### config.mk
export PLATFORM = sky130hd
export DESIGN_NAME = booth_ctrl
export DESIGN_NICKNAME = d
export VERILOG_FILES = /design/src/rtl/booth_ctrl.sv
export SDC_FILE = /design/constraint.sdc
export NUM_CORES = 1
export LEC_CHECK = 0
export CAP_MARGIN = 20
export CORE_MARGIN = 2
export CORE_UTILIZATION = 40
export DETAILED_ROUTE_END_ITERATION = 10
export PLACE_DENSITY_LB_ADDON = 0.05
export SYNTH_ARGS = -nofsm -noshare
export SYNTH_HDL_FRONTEND = slang
export SYNTH_SLANG_ARGS = --single-unit
### constraint.sdc
create_clock -name clk -period 3.65 [get_ports clk]
set_clock_uncertainty 0.05 [all_clocks]
set_input_delay 0.5475 -clock clk [delete_from_list [all_inputs] [get_ports clk]]
set_output_delay 0.5475 -clock clk [all_outputs]
set_load 0.05 [all_outputs]
### src/rtl/booth_ctrl.sv
// Sequencing controller for a radix-2 Booth multiplier: drives the A/Q/M register
// strobes and adder/subtractor select from the {Q[0], Q[-1]} status bits.
module booth_ctrl #(
  parameter int unsigned WIDTH = 8,
  parameter int unsigned CNT_W = 4
) (
  input  logic             clk,
  input  logic             clr,
  input  logic             start,
  input  logic             q0,
  input  logic             qm1,
  output logic             ld_m,
  output logic             ld_q,
  output logic             clr_a,
  output logic             ld_a,
  output logic             sft_a,
  output logic             sft_q,
  output logic             clr_ff,
  output logic             addsub,
  output logic             busy,
  output logic             done,
  output logic [CNT_W-1:0] count
);

  typedef enum logic [2:0] {
    S_IDLE   = 3'd0,
    S_INIT   = 3'd1,
    S_SCAN   = 3'd2,
    S_ARITH  = 3'd3,
    S_SHIFT  = 3'd4,
    S_FINISH = 3'd5
  } state_e;

  state_e           state_q, state_d;
  logic             op_q, op_d;
  logic [CNT_W-1:0] count_q, count_d;

  logic ld_m_q, ld_m_d;
  logic ld_q_q, ld_q_d;
  logic clr_a_q, clr_a_d;
  logic ld_a_q, ld_a_d;
  logic sft_a_q, sft_a_d;
  logic sft_q_q, sft_q_d;
  logic clr_ff_q, clr_ff_d;
  logic addsub_q, addsub_d;
  logic busy_q, busy_d;
  logic done_q, done_d;

  // Next-state, op latch and iteration count; strobes are decoded from the
  // next state so the registered outputs line up with the state they belong to.
  always_comb begin
    state_d  = state_q;
    op_d     = op_q;
    count_d  = count_q;
    ld_m_d   = 1'b0;
    ld_q_d   = 1'b0;
    clr_a_d  = 1'b0;
    ld_a_d   = 1'b0;
    sft_a_d  = 1'b0;
    sft_q_d  = 1'b0;
    clr_ff_d = 1'b0;
    addsub_d = 1'b0;
    busy_d   = 1'b0;
    done_d   = 1'b0;

    case (state_q)
      S_IDLE: begin
        if (start) state_d = S_INIT;
      end
      S_INIT: begin
        count_d = CNT_W'(WIDTH);
        state_d = S_SCAN;
      end
      S_SCAN: begin
        case ({q0, qm1})
          2'b01: begin
            op_d    = 1'b1;
            state_d = S_ARITH;
          end
          2'b10: begin
            op_d    = 1'b0;
            state_d = S_ARITH;
          end
          default: state_d = S_SHIFT;
        endcase
      end
      S_ARITH: begin
        state_d = S_SHIFT;
      end
      S_SHIFT: begin
        count_d = count_q - CNT_W'(1);
        state_d = (count_q == CNT_W'(1)) ? S_FINISH : S_SCAN;
      end
      S_FINISH: begin
        state_d = S_IDLE;
      end
      default: state_d = S_IDLE;
    endcase

    case (state_d)
      S_INIT: begin
        ld_m_d   = 1'b1;
        ld_q_d   = 1'b1;
        clr_a_d  = 1'b1;
        clr_ff_d = 1'b1;
        busy_d   = 1'b1;
      end
      S_SCAN: begin
        busy_d = 1'b1;
      end
      S_ARITH: begin
        ld_a_d   = 1'b1;
        addsub_d = op_d;
        busy_d   = 1'b1;
      end
      S_SHIFT: begin
        sft_a_d = 1'b1;
        sft_q_d = 1'b1;
        busy_d  = 1'b1;
      end
      S_FINISH: begin
        done_d = 1'b1;
      end
      default: ;
    endcase
  end

  // clr wins over everything and leaves op defaulted to add.
  always_ff @(posedge clk) begin
    if (clr) begin
      state_q  <= S_IDLE;
      op_q     <= 1'b1;
      count_q  <= '0;
      ld_m_q   <= 1'b0;
      ld_q_q   <= 1'b0;
      clr_a_q  <= 1'b0;
      ld_a_q   <= 1'b0;
      sft_a_q  <= 1'b0;
      sft_q_q  <= 1'b0;
      clr_ff_q <= 1'b0;
      addsub_q <= 1'b0;
      busy_q   <= 1'b0;
      done_q   <= 1'b0;
    end else begin
      state_q  <= state_d;
      op_q     <= op_d;
      count_q  <= count_d;
      ld_m_q   <= ld_m_d;
      ld_q_q   <= ld_q_d;
      clr_a_q  <= clr_a_d;
      ld_a_q   <= ld_a_d;
      sft_a_q  <= sft_a_d;
      sft_q_q  <= sft_q_d;
      clr_ff_q <= clr_ff_d;
      addsub_q <= addsub_d;
      busy_q   <= busy_d;
      done_q   <= done_d;
    end
  end

  assign ld_m   = ld_m_q;
  assign ld_q   = ld_q_q;
  assign clr_a  = clr_a_q;
  assign ld_a   = ld_a_q;
  assign sft_a  = sft_a_q;
  assign sft_q  = sft_q_q;
  assign clr_ff = clr_ff_q;
  assign addsub = addsub_q;
  assign busy   = busy_q;
  assign done   = done_q;
  assign count  = count_q;

endmodule

Yosys cells after proc, flatten, opt, wreduce, memory -nomap -nowiden
Cells that the tools add are included.

word-level totals
  flip-flop bits (word level) = 14
  input port bits = 5
  output and inout port bits = 14
  logic and storage cells = 40

operators by class
  $add $sub $neg = 1
  equal/unequal tests = 12
  muxes and demuxes = 12
  bitwise gates (word level) = 1
  reduce and logical (&&, ||, !) cells = 5

operators with widths
  operator             count
  $pmux 3 s5           1
  $eq 3x2->1 const B   4
  $eq 3x3->1 const B   3
  $mux 3               3
  $pmux 4 s2           1
  $eq 3x1->1 const B   2
  $mux 1               6
  $eq 4x1->1 const B   1
  $reduce_or 2->1      2
  $reduce_or 4->1      1
  $sub 4x1->4 const B  1
  $logic_not 3->1      1
  $eq 2x1->1 const B   1
  $eq 2x2->1 const B   1
  $pmux 1 s2           1
  $reduce_bool 2->1    1
  $not 1->1            1

Longest topological paths before layout
Gate-level depths: netlist of run 1.

  depth after elaboration = 7
  mapped depth = 5
  gate-level depth less buffers = 5

Worst setup path after synthesis of run 1
Ideal clock, no wire load.

  path kind = input-to-reg
  from = input q0
  to = register addsub_q (netlist: addsub)
  setup time = 0.059 ns
  arrival time = 1.565 ns
  data required time = 3.541 ns
  slack = 1.976 ns
  stages = 5
  buffers on the path = 0
  cells stage by stage = inv_1 -> ha_1 -> or4b_4 -> nor2_1 -> and2_1

on the way
  longest elaborated chain between the ends = 7
  elaborated cells on any way between the ends = 10
  those cells by class = eq/ne (3); mux (4); bitwise (1); reduce/logical (2)

ends and longest elaborated chain
  what                                             RTL line  source
  start, declared                                  10        input logic q0,
  $eq 2x2->1 / $eq 2x1->1 (equally long branches)  75        case ({q0, qm1})
  $reduce_or 2->1 (no line)                        -
  $mux 3                                           75
  $pmux 3 s5                                       66        case (state_q)
  $eq 3x2->1                                       100       case (state_d)
  $not 1->1 (no line)                              -
  $reduce_or 2->1 (no line)                        -
  end signal, assigned                             155       addsub_q <= addsub_d;
  end, declared                                    45        logic addsub_q, addsub_d;

Parallel ways exist; a longest one is shown, timed or not.
A chain may end at the register's enable or synchronous reset.

Worst setup path after layout of run 1
  from = register count_q[0] (netlist: count[0])
  to = output count[0]

RTL lines
  what                    RTL line  source
  start, declared         36        logic [CNT_W-1:0] count_q, count_d;
  start signal, assigned  147       count_q <= count_d;
  end, declared           22        output logic [CNT_W-1:0] count

No word-level cell between the ends.

==> metrics.md, run 1 <==
| Metric | Value |
|---|---|
| Post-Synth XOR/XNOR Area | `0%` |
| TNS Setup | `0 ns` |
| Gr ovfl total | `0` |
| Register area | `260 µm²` |
| Pwr Density | `~420 nW/µm²` |
| Initial DRT Pass Iterations | `4` |
| Htree depth | `1` |
| Unique masters post-synth | `28` |
| Status | `completed` |
| WHS Endpoint | `count[2]` |
| Simple-gate portion of the synthesized area | `between 20% and 30%` |
| Cell area after synthesis | `about 630 µm²` |
| Multi-input gate area | `slightly above 300 µm²` |
| Post-synthesis compound-gate area fraction | `16.2%` |
| Synth area leader | `dfxtp_1` |
| FF-to-FF End | `addsub` |
| Metal-1 WL | `576 µm` |
| Final cycle utilization of the critical path | `between 50% and 60%` |
| Synthesis Warnings | `0` |
| Row cnt | `14` |
| Setup CP Type | `register to primary output` |
| Syn Inst Count | `74` |
| Syn avg cell area | `~8.6 µm²` |
| Placed Area | `between 700 and 800 µm²` |
| Hold Crit Class | `register to register` |
| R2R Path Start | `state_q[1]` |
| Clock sinks | `13` |
| CP arrival | `1.55 ns` |
| Crit start category | `register` |
| Buf+Inv Stages, Crit Path | `1` |
| Slowest stage cell, crit path | `clkdlybuf4s50_1` |
| Number of buffers created by CTS | `3` |
| Flops & latches, synth | `13` |
| Post-DP HPWL | `around 800 µm` |
| Detailed Route WL | `1160 µm` |
| Ant. Diodes | `0` |
| Top cells by area, synth | `dfxtp_1 41%, nor2_1 7.1%, ha_1 5.9%, buf_4 4.7%, a21oi_1 4.0%` |
| Layout cells sized above 1 | `~8.0%` |
| Setup bufs post-CTS | `0` |
| Die H | `43.8 µm` |
| Final Cell Area | `slightly above 800 µm²` |
| Worst slew pin tran | `0.494 ns` |
| Worst path cell trace | `clkdlybuf4s50_1` |
| Maximum VDD drop | `slightly below 0.0002 V` |
| Worst r2r path cells | `3` |
| Die footprint | `between 1500 and 2000 µm²` |
| Top delay family on crit path | `buffers and inverters` |
| Routed wl met2 | `around 500 µm` |
| Clock buffer depth | `2` |
| WP depth | `1` |
| Main combinational cell family by area after synthesis | `simple AND/OR/NAND/NOR gates` |
| Critical path peak fanout | `7` |
| Largest net degree at the start of global routing | `16` |
| Residual DRC | `0` |
| Final Hold Fails | `0` |
| Worst hold stages | `2` |
| Max Slew Vio Count | `0` |
| Synth-to-Final Area Change | `28.3%` |
| Vias/cell | `slightly above 5` |
| Drt wl/cell | `between 10 and 15 µm` |
| First-pass GRT wire length | `~1900 µm` |
| Remaining antenna violation count | `0` |
| # hold bufs at CTS | `0` |
| Worst Path Required | `3.05 ns` |
| Slew Limit Headroom | `between 60% and 70%` |
| Core Footprint | `about 1500 µm²` |
| DRT iter0 DRCs | `6` |
| Gpl congestion | `around 0.67` |
| Multiplexer area fraction after synthesis | `around 1.6%` |
| Root Driver | `clkbuf_4` |
| CTS resizes | `0` |
| Clock-pin slew on the worst setup and hold paths | `~0.08 ns` |
| Leakage power | `between 0.3 and 0.4 nW` |
| Hold_sp | `count[2]` |
| Register area share after synthesis | `between 40% and 50%` |
| Fmax | `~460 MHz` |
| CP max stage delay | `roughly 0.84 ns` |
| Clk_lat worst skew | `roughly 0.27 ns` |
| RSZ-0062 raised after global routing | `no` |
| Final core occ | `a little over half` |
| FF-to-FF setup slack | `about 2.2 ns` |
| Top cell type's share of synthesized area | `approximately two fifths` |
| Initial antenna violation count | `0` |
| Final setup viols | `0` |
| Vias | `535` |
| Fill cells | `approximately 150` |
| GRT Total Usage | `roughly 14%` |
| Max-cap viol count | `0` |
| Synthesized-area fraction occupied by adder cells | `between 5 and 6%` |
| IO Pins | `19` |
| Max layer used | `met4` |
| Crit path time final | `2.15 ns` |
| Worst Setup End Kind | `primary output` |
| Syn_nets | `82` |
| Port Buf Inserts | `18` |
| Met3 routed WL | `just over 60 µm` |
| Vias in the first global route | `about 430` |
| Die width | `approximately 44 µm` |
| CTS tree | `built` |
| Number of nets in the layout | `a little under 100` |
| Starting Density | `a little over two fifths` |
## where the power goes
| group | internal [mW] | switching [mW] |
|---|---|---|
| registers | 0.150 | 0.0140 |
| clock network | 0.0423 | 0.0440 |
| logic | 0.0373 | 0.0510 |
| total | 0.230 | 0.109 |
## layout by cell type, fill, tap and decap left out, types with 2 or more instances in the layout
master           instances
nor2_1                  12
a21oi_1                  5
clkbuf_4                 3
or2_2                    2
o21ai_0                  4
a221oi_1                 2
clkdlybuf4s50_1         18
nor3b_1                  2
nor2b_1                  3
inv_1                    4
dfxtp_1                 13
and2_1                   2
ha_1                     3
## flip-flops by register name, indices dropped and copies added (netlist names)
signal / count
ld_a: 1
busy: 1
clr_ff: 1
count: 4
done: 1
addsub: 1
sft_q: 1
state_q: 3
## metal layers
metal,GRT usage [%],vias up
met1,19.1,242
met2,18.5,12
li1,-,279
met3,5.42,2
met4,10.9,0
met5,0,-
## stage by stage
| step | std cells | hold slack, ns | setup WS [ns] | power [mW] |
|---|---|---|---|---|
| after floorplan | 74 | 0.516 | 1.98 | 0.234 |
| after global placement | 100 | 0.501 | 1.47 | 0.256 |
| after detailed placement | 100 | 0.499 | 1.44 | 0.256 |
| after CTS | 104 | 0.512 | 1.48 | 0.345 |
| after global routing | 104 | 0.560 | 1.43 | 0.364 |
| final | 104 | 0.507 | 1.50 | 0.339 |
## worst max-delay path by stage
stage                   from       end
floorplan                 q0    addsub
global placement          q0    addsub
detailed placement        q0    addsub
CTS                 count[0]  count[0]
global route        count[0]  count[0]
finish              count[0]  count[0]
## final cells by class
class / instances / share of cell area (%)
timing repair buffer: 18 / 22.2
clock buffer: 4 / 3.24
multi-input combinational: 49 / 38.2
tap: 16 / 2.47
sequential: 13 / 32.0
inverter: 4 / 1.85
## logic make-up (layout without fill, tap and decap cells)
family                     Yosys count  in the layout
muxes                                1              1
buffers and inverters               12             26
and+or+nand+nor                     29             29
DFF                                 13             13
AOI/OAI and AO/OA                   16             16
adders and majority gates            3              3
## cells in the mapped netlist, drive strengths merged
library cell	number
nor3b	2
ha	3
nand2	1
o21ba	1
a31oi	1
o21ai	4
and3	1
a21oi	5
a211oi	1
nand2b	1
nor3	1
nand4	1
dfxtp	13
or2	2
clkbuf	2
and2	2
buf	6
o311ai	1
or4b	1
nor4	1
inv	4
nor4b	1
nor2b	3
a21o	1
mux2i	1
a221oi	2
nor2	12
Note: power is estimated with default switching activity, not from simulation.
==> run 2: changes to the inputs <==
==> constraint.sdc (replaced) <==
create_clock -name clk -period 2.2 [get_ports clk]
set_clock_uncertainty 0.05 [all_clocks]
set_input_delay 0.33 -clock clk [delete_from_list [all_inputs] [get_ports clk]]
set_output_delay 0.33 -clock clk [all_outputs]
set_load 0.05 [all_outputs]
==> metrics.md, run 2 (synthesized netlist as in run 1, its figures left out) <==
| Metric | Value |
|---|---|
| Worst slew pin tran | `0.494 ns (-0.000119 ns)` |
| Worst Path Required | `1.82 ns (-1.23 ns)` |
| Status | `completed` |
| Clock-pin slew on the worst setup and hold paths | `0.08 ns (about the same)` |
| TNS Setup | `0 ns (unchanged)` |
| Most frequent cells in the layout | `18 x clkdlybuf4s50_1, 13 x dfxtp_1, 12 x nor2_1, 5 x a21oi_1` |
| Clock sinks | `13 (unchanged)` |
| Largest net degree at the start of global routing | `16 (unchanged)` |
| Number of buffers created by CTS | `3 (unchanged)` |
| # hold bufs at CTS | `0 (unchanged)` |
| Core Footprint | `1490 µm² (unchanged)` |
| Setup CP Type | `register to primary output` |
| Htree depth | `1 (unchanged)` |
| First-pass GRT wire length | `1940 µm (+1.4%)` |
| CP arrival | `1.56 ns (about the same)` |
| Vias in the first global route | `432 (+1.2%)` |
| Gr ovfl total | `0 (unchanged)` |
| WP depth | `1 (unchanged)` |
| Die width | `43.8 µm (unchanged)` |
| Crit path time final | `about 2 ns` |
| Max-cap viol count | `0 (unchanged)` |
| CTS tree | `built` |
| DP Cell Count | `100 (unchanged)` |
| Leakage power | `0.310 nW (unchanged)` |
| Worst r2r path cells | `3 (unchanged)` |
| Number of nets in the layout | `97 (unchanged)` |
| Die footprint | `1920 µm² (unchanged)` |
| Maximum VDD drop | `0.000330 V (+71%)` |
| Port Buf Inserts | `18 (unchanged)` |
| Buf+Inv Stages, Crit Path | `1 (unchanged)` |
| Slew Limit Headroom | `67.0% (about the same)` |
| Fmax | `roughly 510 MHz` |
| Crit. Startpoint | `count[0]` |
| Vias/cell | `5.28 (+2.6%)` |
| IO Pins | `19 (unchanged)` |
| Detailed Route WL | `1130 µm (-2.5%)` |
| Critical path peak fanout | `7 (unchanged)` |
| Post-DP HPWL | `809 µm (+1.1%)` |
| Worst path cell trace | `clkdlybuf4s50_1` |
| Fill cells | `144 (-0.69%)` |
| CTS resizes | `0 (unchanged)` |
| Clk_lat worst skew | `0.28 ns (about the same)` |
| Initial DRT Pass Iterations | `2 (-2)` |
| Setup crit end | `count[0]` |
| Drt wl/cell | `10.8 µm (-2.5%)` |
| Layout cells sized above 1 | `7.95% (unchanged)` |
| Top delay family on crit path | `buffers and inverters` |
| DRT iter0 DRCs | `5 (-1)` |
| Worst Setup End Kind | `primary output` |
| Final setup viols | `0 (unchanged)` |
| Clock buffer depth | `2 (unchanged)` |
| Final Hold Fails | `0 (unchanged)` |
| RSZ-0062 raised after global routing | `no` |
| Final cycle utilization of the critical path | `slightly below 90%` |
| Root Driver | `clkbuf_4` |
| Slowest stage cell, crit path | `clkdlybuf4s50_1` |
| Starting Density | `42.5% (unchanged)` |
| Initial antenna violation count | `0 (unchanged)` |
| Setup bufs post-CTS | `0 (unchanged)` |
| Max Slew Vio Count | `0 (unchanged)` |
| Pwr Density | `696 nW/µm² (+67%)` |
| Row cnt | `14 (unchanged)` |
| Vias | `549 (+2.6%)` |
| Non-Filler Instances | `104 (unchanged)` |
| Synth-to-Final Area Change | `28.3% (unchanged)` |
| Residual DRC | `0 (unchanged)` |
| Gpl congestion | `0.665 (unchanged)` |
| Remaining antenna violation count | `0 (unchanged)` |
| CP max stage delay | `0.85 ns (about the same)` |
| Crit start category | `register` |
| Hold Crit Class | `register to register` |
| FF-to-FF End | `addsub` |
| Commonest non-fill, non-tap cell in the layout | `clkdlybuf4s50_1` |
| Ant. Diodes | `0 (unchanged)` |
| R2R Path Start | `state_q[1]` |
| Max reg flops | `4 (unchanged)` |
| GRT Total Usage | `14.3% (-0.085 points)` |
| Die H | `43.8 µm (unchanged)` |
| FF-to-FF setup slack | `0.77 ns (-1.46 ns)` |
run 2: cell counts in the layout (fill, tap and decap cells not counted):
No cell type changed its count.
run 2: power breakdown:
part	internal, mW	leakage (nW)	switching [mW]	total (mW)
combinational	0.0619	0.190	0.0841	0.146
sequential	0.249	0.106	0.0235	0.272
clock	0.0704	0.0150	0.0765	0.147
run 2: worst register-to-register path, cell delays in order (launching register included):
cell and delay, ns:
dfxtp_1 0.56, or4b_4 0.52, nor2_1 0.12, and2_1 0.13
run 2: cell type report:
class	count	area [µm²]	area share, %
Sequential cell	13	260	32.0
Tap cell	16	20.0	2.47
Multi-Input combinational cell	49	310	38.2
Inverter	4	15.0	1.85
Clock buffer	4	26.3	3.24
Timing Repair Buffer	18	180	22.2
run 2: routing by layer:
metal / up-vias / wire [µm] / global-route usage, %
met1: 250 / 555 / 18.6
met5: - / 0 / 0
met3: 3 / 65 / 5.83
li1: 281 / - / -
met2: 15 / 481 / 18.5
met4: 0 / 24 / 10.9
run 2: worst min path at each step:
| stage | startpoint | end | slack [ns] | cells after the start |
|---|---|---|---|---|
| global route | count[2] | count[2] | 0.54 | 2 |
| floorplan | clr | ld_a | 0.36 | 1 |
| global placement | count[2] | count[2] | 0.50 | 2 |
| CTS | count[2] | count[2] | 0.51 | 2 |
| finish | count[2] | count[2] | 0.50 | 2 |
| detailed placement | count[2] | count[2] | 0.50 | 2 |
run 2: metrics by stage:
step | total power [mW] | setup WS (ns) | cell area (µm²) | hold slack [ns] | utilization [%]
6_report | 0.565 | 0.255 | 812 | 0.502 | 54.5
5_1_grt | 0.601 | 0.194 | 812 | 0.544 | 54.5
4_1_cts | 0.572 | 0.245 | 812 | 0.515 | 54.5
3_5_place_dp | 0.424 | 0.199 | 786 | 0.502 | 52.8
3_3_place_gp | 0.424 | 0.241 | 786 | 0.501 | 52.8
2_1_floorplan | 0.388 | 0.584 | 633 | 0.359 | -
